--- config.mk ---
export PLATFORM = sky130hd
export DESIGN_NAME = preg_freelist
export DESIGN_NICKNAME = d
export VERILOG_FILES = /design/src/rtl/preg_freelist.sv
export SDC_FILE = /design/constraint.sdc
export NUM_CORES = 1
export LEC_CHECK = 0
export CORE_MARGIN = 1.5
export CORE_UTILIZATION = 45
export DETAILED_ROUTE_END_ITERATION = 8
export PLACE_DENSITY_LB_ADDON = 0.3
export SLEW_MARGIN = 20
export SYNTH_ARGS = -nofsm -noshare
export SYNTH_HDL_FRONTEND = slang
export SYNTH_SLANG_ARGS = --single-unit
--- constraint.sdc ---
create_clock -name clk -period 3.1 [get_ports clk]
set_input_delay 0.31 -clock clk [delete_from_list [all_inputs] [get_ports clk]]
set_output_delay 0.31 -clock clk [all_outputs]
set_load 0.02 [all_outputs]
--- src/rtl/preg_freelist.sv ---
// Circular free list of physical register IDs for rename: compacted multi-port
// allocation from head, compacted multi-port return at tail.
module preg_freelist #(
  parameter  int PREG_NUM     = 64,
  parameter  int FETCH_WIDTH  = 2,
  parameter  int COMMIT_WIDTH = 2,
  localparam int PW           = $clog2(PREG_NUM)
) (
  input  logic                      clk,
  input  logic                      reset,
  input  logic                      flush,
  input  logic [FETCH_WIDTH-1:0]    alloc_req,
  output logic                      alloc_ready,
  input  logic                      alloc_fire,
  output logic [FETCH_WIDTH*PW-1:0] alloc_preg,
  input  logic [COMMIT_WIDTH-1:0]   free_valid,
  input  logic [COMMIT_WIDTH*PW-1:0] free_preg,
  output logic [PW:0]               free_count
);

  logic [PW-1:0] mem [PREG_NUM];
  logic [PW-1:0] head;
  logic [PW-1:0] tail;
  logic [PW:0]   count;

  logic [PW:0]   nalloc;
  logic [PW:0]   nfree;
  logic [PW-1:0] waddr [COMMIT_WIDTH];
  logic          fire_ok;
  logic [PW+1:0] count_next_wide;

  // Allocation: slot i reads the entry k(i) past head, k(i) = requests below i.
  always_comb begin
    logic [PW:0]   acc;
    logic [PW-1:0] ridx;
    acc        = '0;
    ridx       = '0;
    alloc_preg = '0;
    for (int unsigned i = 0; i < FETCH_WIDTH; i++) begin
      ridx = head + acc[PW-1:0];
      alloc_preg[i*PW +: PW] = mem[ridx];
      acc = acc + {{PW{1'b0}}, alloc_req[i]};
    end
    nalloc = acc;
  end

  // Free: valid slots are packed onto consecutive entries starting at tail.
  always_comb begin
    logic [PW:0] acc;
    acc = '0;
    for (int unsigned i = 0; i < COMMIT_WIDTH; i++) begin
      waddr[i] = tail + acc[PW-1:0];
      acc = acc + {{PW{1'b0}}, free_valid[i]};
    end
    nfree = acc;
  end

  assign alloc_ready = (count >= nalloc);
  assign free_count  = count;
  assign fire_ok     = alloc_fire && alloc_ready;

  always_comb begin
    count_next_wide = {1'b0, count} + {1'b0, nfree};
    if (fire_ok) count_next_wide = count_next_wide - {1'b0, nalloc};
  end

  always_ff @(posedge clk) begin
    if (reset || flush) begin
      for (int unsigned i = 0; i < PREG_NUM; i++) mem[i] <= PW'(i);
      head  <= '0;
      tail  <= '0;
      count <= (PW+1)'(PREG_NUM);
    end else begin
      for (int unsigned i = 0; i < COMMIT_WIDTH; i++)
        if (free_valid[i]) mem[waddr[i]] <= free_preg[i*PW +: PW];
      if (fire_ok) head <= head + nalloc[PW-1:0];
      tail  <= tail + nfree[PW-1:0];
      count <= count_next_wide[PW:0];
    end
  end

  a_fire_needs_ready : assert property (@(posedge clk) disable iff (reset || flush)
    alloc_fire |-> alloc_ready);

  a_no_double_free : assert property (@(posedge clk) disable iff (reset || flush)
    (!count_next_wide[PW+1] && (count_next_wide <= (PW+2)'(PREG_NUM))));

endmodule

==> impl_metrics.ini <==
[global_routing]
grt_start_max_net_pins = 65
grt_pass1_wl_um = 145200
antenna_found_initial = 2
grtUsageTotal_pct = 34.11
globalRoute.totalOverflow = 0
via_count_of_the_first_global_routing_pass = 21202

[synthesis]
synth_async_sr_flop_share_pct = 0
largest_family_of_logic_cells_by_synthesized_area = multiplexers
synth_compound_gate_area_share_pct = 11.64
synthXorXnorAreaFrac_pct = 0.9202
synthesis.nets = 2411
yosys.cell_types.count = 61
synth_seq_area_share_pct = 46.33
synth_largest_area_cell = edfxtp_1
syn_area_mm2 = 0.02597
synth_adder_area_share_pct = 0.9732
post_synth.cell_area_avg_um2 = 10.95
post_synth_edffs = 384
synthesis.instances = 2372
yosys_most_used_dff = edfxtp_1
area_share_of_and_or_nand_nor_cells_after_synthesis_pct = 15.12
yosys_register_bits = 409
yosys.area.top_type_share_pct = 44.40
synth_warnings = 0
synth.mux.area_fraction_pct = 19.23
synth_area_leaders = edfxtp_1, mux4_2, nand2_1

[final_layout]
num-fill-cells = 4690
fin_nets = 2584
drive_gt1_share_pct = 28.24
area_growth_pct = 20.52

[power]
power-per-cell-area_mw_per_mm2 = 437.2
cellLeakagePower_nw = 10.39
vdd_ir_drop_max_v = 0.0003960

[floorplan]
die_width_um = 243.2
die_area_mm2 = 0.05916
die_height_um = 243.2
start_util_pct = 45.79
design.portCount = 40
fp-row-count = 87
design.core.area_mm2 = 0.05671

[sta]
timing.clock.skew_ps = 42.81
slew_violations = 0
final.setup.tns_ps = -2143
worst_slew_pin_slew_ps = 1134
finalWorstSetupSlack_ps = -357.6
maxSlewHeadroom_pct = 24.32
grt_setup_unrepaired = yes
final-setup-viol-count = 11
final.min_clock_period_ps = 3458
layout_worst_path_cycle_share_pct = 111.5
final-hold-violation-count = 0
f_max_mhz = 289.2

[setup_path]
timing.critical_path.to_type = output port
worst-endpoint-required_ps = 2790
critPathLaunchType = flop
timing.critical_path.fanout_max = 6
crit_path_arrival_time_ps = 3150
worst-setup-path-type = reg2out

[cts]
cts_buffer_depth = 3
cts-htree-levels = 2
numCtsBuffers = 46
clock_latency_ps = 630
cts_tree = built
cts_hold_buffers = 0
clkTransAtPathRegs_ps = 70
root_buf_cell = clkbuf_16
clkSinkCount = 409

[flow_run]
maxCapViolCount = 0

[placed_design]
finalWeightedCongestion = 1.009
io_buffer_count = 39
pre_cts_worst_setup_slack_ps = -585.9
detailed_placement_hpwl_um = 69480

[drt]
wl_per_cell_um = 30.87
detailedRoute.firstIterationViolations = 3688
detailedRoute.firstPassIterationCount = 6
remaining_drc_errors = 0
route.vias.total = 22768
ant_nets = 0
drt-total-wl_um = 103100
vias_per_cell = 6.819

[run_status]
failed_checks = setup timing
outcome = finished with violations

[min_path]
hold_path_class = in2reg
-- cell usage after synthesis, types with 3 or more instances --
library cell	number
nor3b_1	7
nand2_1	231
and2_1	12
mux2i_1	40
a31oi_1	47
a31o_1	4
xor2_1	10
nor3_2	13
nand3_1	95
nor3_4	3
nand2b_1	7
inv_1	114
a211oi_1	6
mux4_2	200
and3_1	16
o21ai_1	6
o22ai_1	55
o21ai_0	140
or3_1	29
buf_6	4
nor2_2	5
buf_2	71
nand3b_1	42
dfxtp_1	25
nor2b_1	9
nand4_1	11
nor3b_2	7
buf_4	12
a22oi_1	9
xnor2_1	11
nor3_1	141
mux2_2	8
buf_1	14
nor4_1	5
clkbuf_1	140
ha_1	17
nor2_1	159
edfxtp_1	384
a21oi_1	159
o31ai_1	75
-- cell usage in the layout, fill, tap and decap left out, types with 14 or more instances in the layout --
master           instances
o21ai_0                114
a21oi_1                151
dfxtp_1                 20
buf_4                  272
edfxtp_1               384
o31ai_1                 75
clkbuf_16               50
buf_6                   14
ha_1                    15
mux2i_1                 39
and3_1                  16
nand2_1                229
inv_1                   99
nand3_1                 95
o22ai_1                 38
o21ai_1                 31
nand3b_1                42
mux4_2                 200
inv_2                   17
nor2_1                 157
buf_12                  30
a31oi_1                 47
clkdlybuf4s50_1         19
or3_1                   29
nor3_1                 141
-- kinds of logic after synthesis --
logic type / Yosys count
compound gates: 516
fa+ha+maj: 19
mux: 248
simple gates: 800
xor+xnor: 23
flops: 409
buf+inv: 357
-- timing repair --
item,CTS,global route
gates resized for setup,164,38
setup buffers,11,11
pin swaps,29,24
cloned,10,5
endpoints found under the setup margin,12,12
-- path summary, 6_finish.rpt --
kind / startpoint / end / slack [ps] / cells after the start
max: head[0]$_SDFFE_PP0P_ / alloc_preg[10] / -360 / 11
min: free_preg[4] / mem[33][4]$_DFFE_PP_ / 300 / 3
max reg2reg: tail[4]$_SDFF_PP0_ / mem[30][3]$_DFFE_PP_ / 210 / 9
min reg2reg: head[3]$_SDFFE_PP0P_ / flop / 610 / 2
-- layout make-up --
class | count | area [µm²] | area share, %
inverter | 116 | 435.4 | 1.391
clock inverter | 29 | 262.8 | 0.8395
multi-input combinational | 1606 | 12800 | 40.91
sequential | 409 | 12050 | 38.49
tap | 756 | 945.9 | 3.022
antenna | 2 | 5.005 | 0.01599
timing repair buffer | 366 | 3613 | 11.54
clock buffer | 55 | 1185 | 3.786
-- flip-flops by register name (all words and copies together) (netlist names), named ones only --
register    flops
free_count      7
mem           384
head            6
tail            6
-- per-layer routing --
layer / GRT usage [%] / routed length (µm) / part of all wire (%) / vias to the layer above
met4: 20.72 / 7439 / 7.2 / 6
met1: 43.73 / 35070 / 34 / 10962
li1: - / - / - / 9391
met5: 0.1634 / 51 / 0.049 / -
met2: 50.54 / 44470 / 43 / 1961
met3: 10.66 / 16050 / 16 / 448
-- report_power, final --
part | leakage [nW] | switching (W) | internal [W] | total, W
Combinational | 5.79 | 0.00107 | 0.000804 | 0.00187
Sequential | 3.89 | 0.000167 | 0.00621 | 0.00638
Clock | 0.704 | 0.00237 | 0.00307 | 0.00544
Total | 10.4 | 0.00360 | 0.0101 | 0.0137
-- per-stage QoR --
stage                     instance area (µm²)  hold slack (ps)  total power [W]  util, %  cells
final                                   31300            303.5          0.01368    55.19   3339
after global routing                    31300            306.3          0.01393    55.19   3338
after CTS                               30990            292.2          0.01354    54.64   3322
after detailed placement                28820            596.2         0.008097    50.81   3221
after global placement                  28820            588.5         0.008069    50.81   3221
after floorplan                         25970            514.9         0.007343        -   2372
-- worst max-delay path: stages, from the launching register on --
cell and delay [ps]:
dfxtp_4 360, ha_4 320, buf_12 130, buf_16 140, buf_12 110, buf_16 120, mux4_2 480, inv_1 80
o22ai_2 110, o21ai_1 190, nand4_1 260, buf_4 250
No activity file was read; power rests on OpenSTA's default activity.
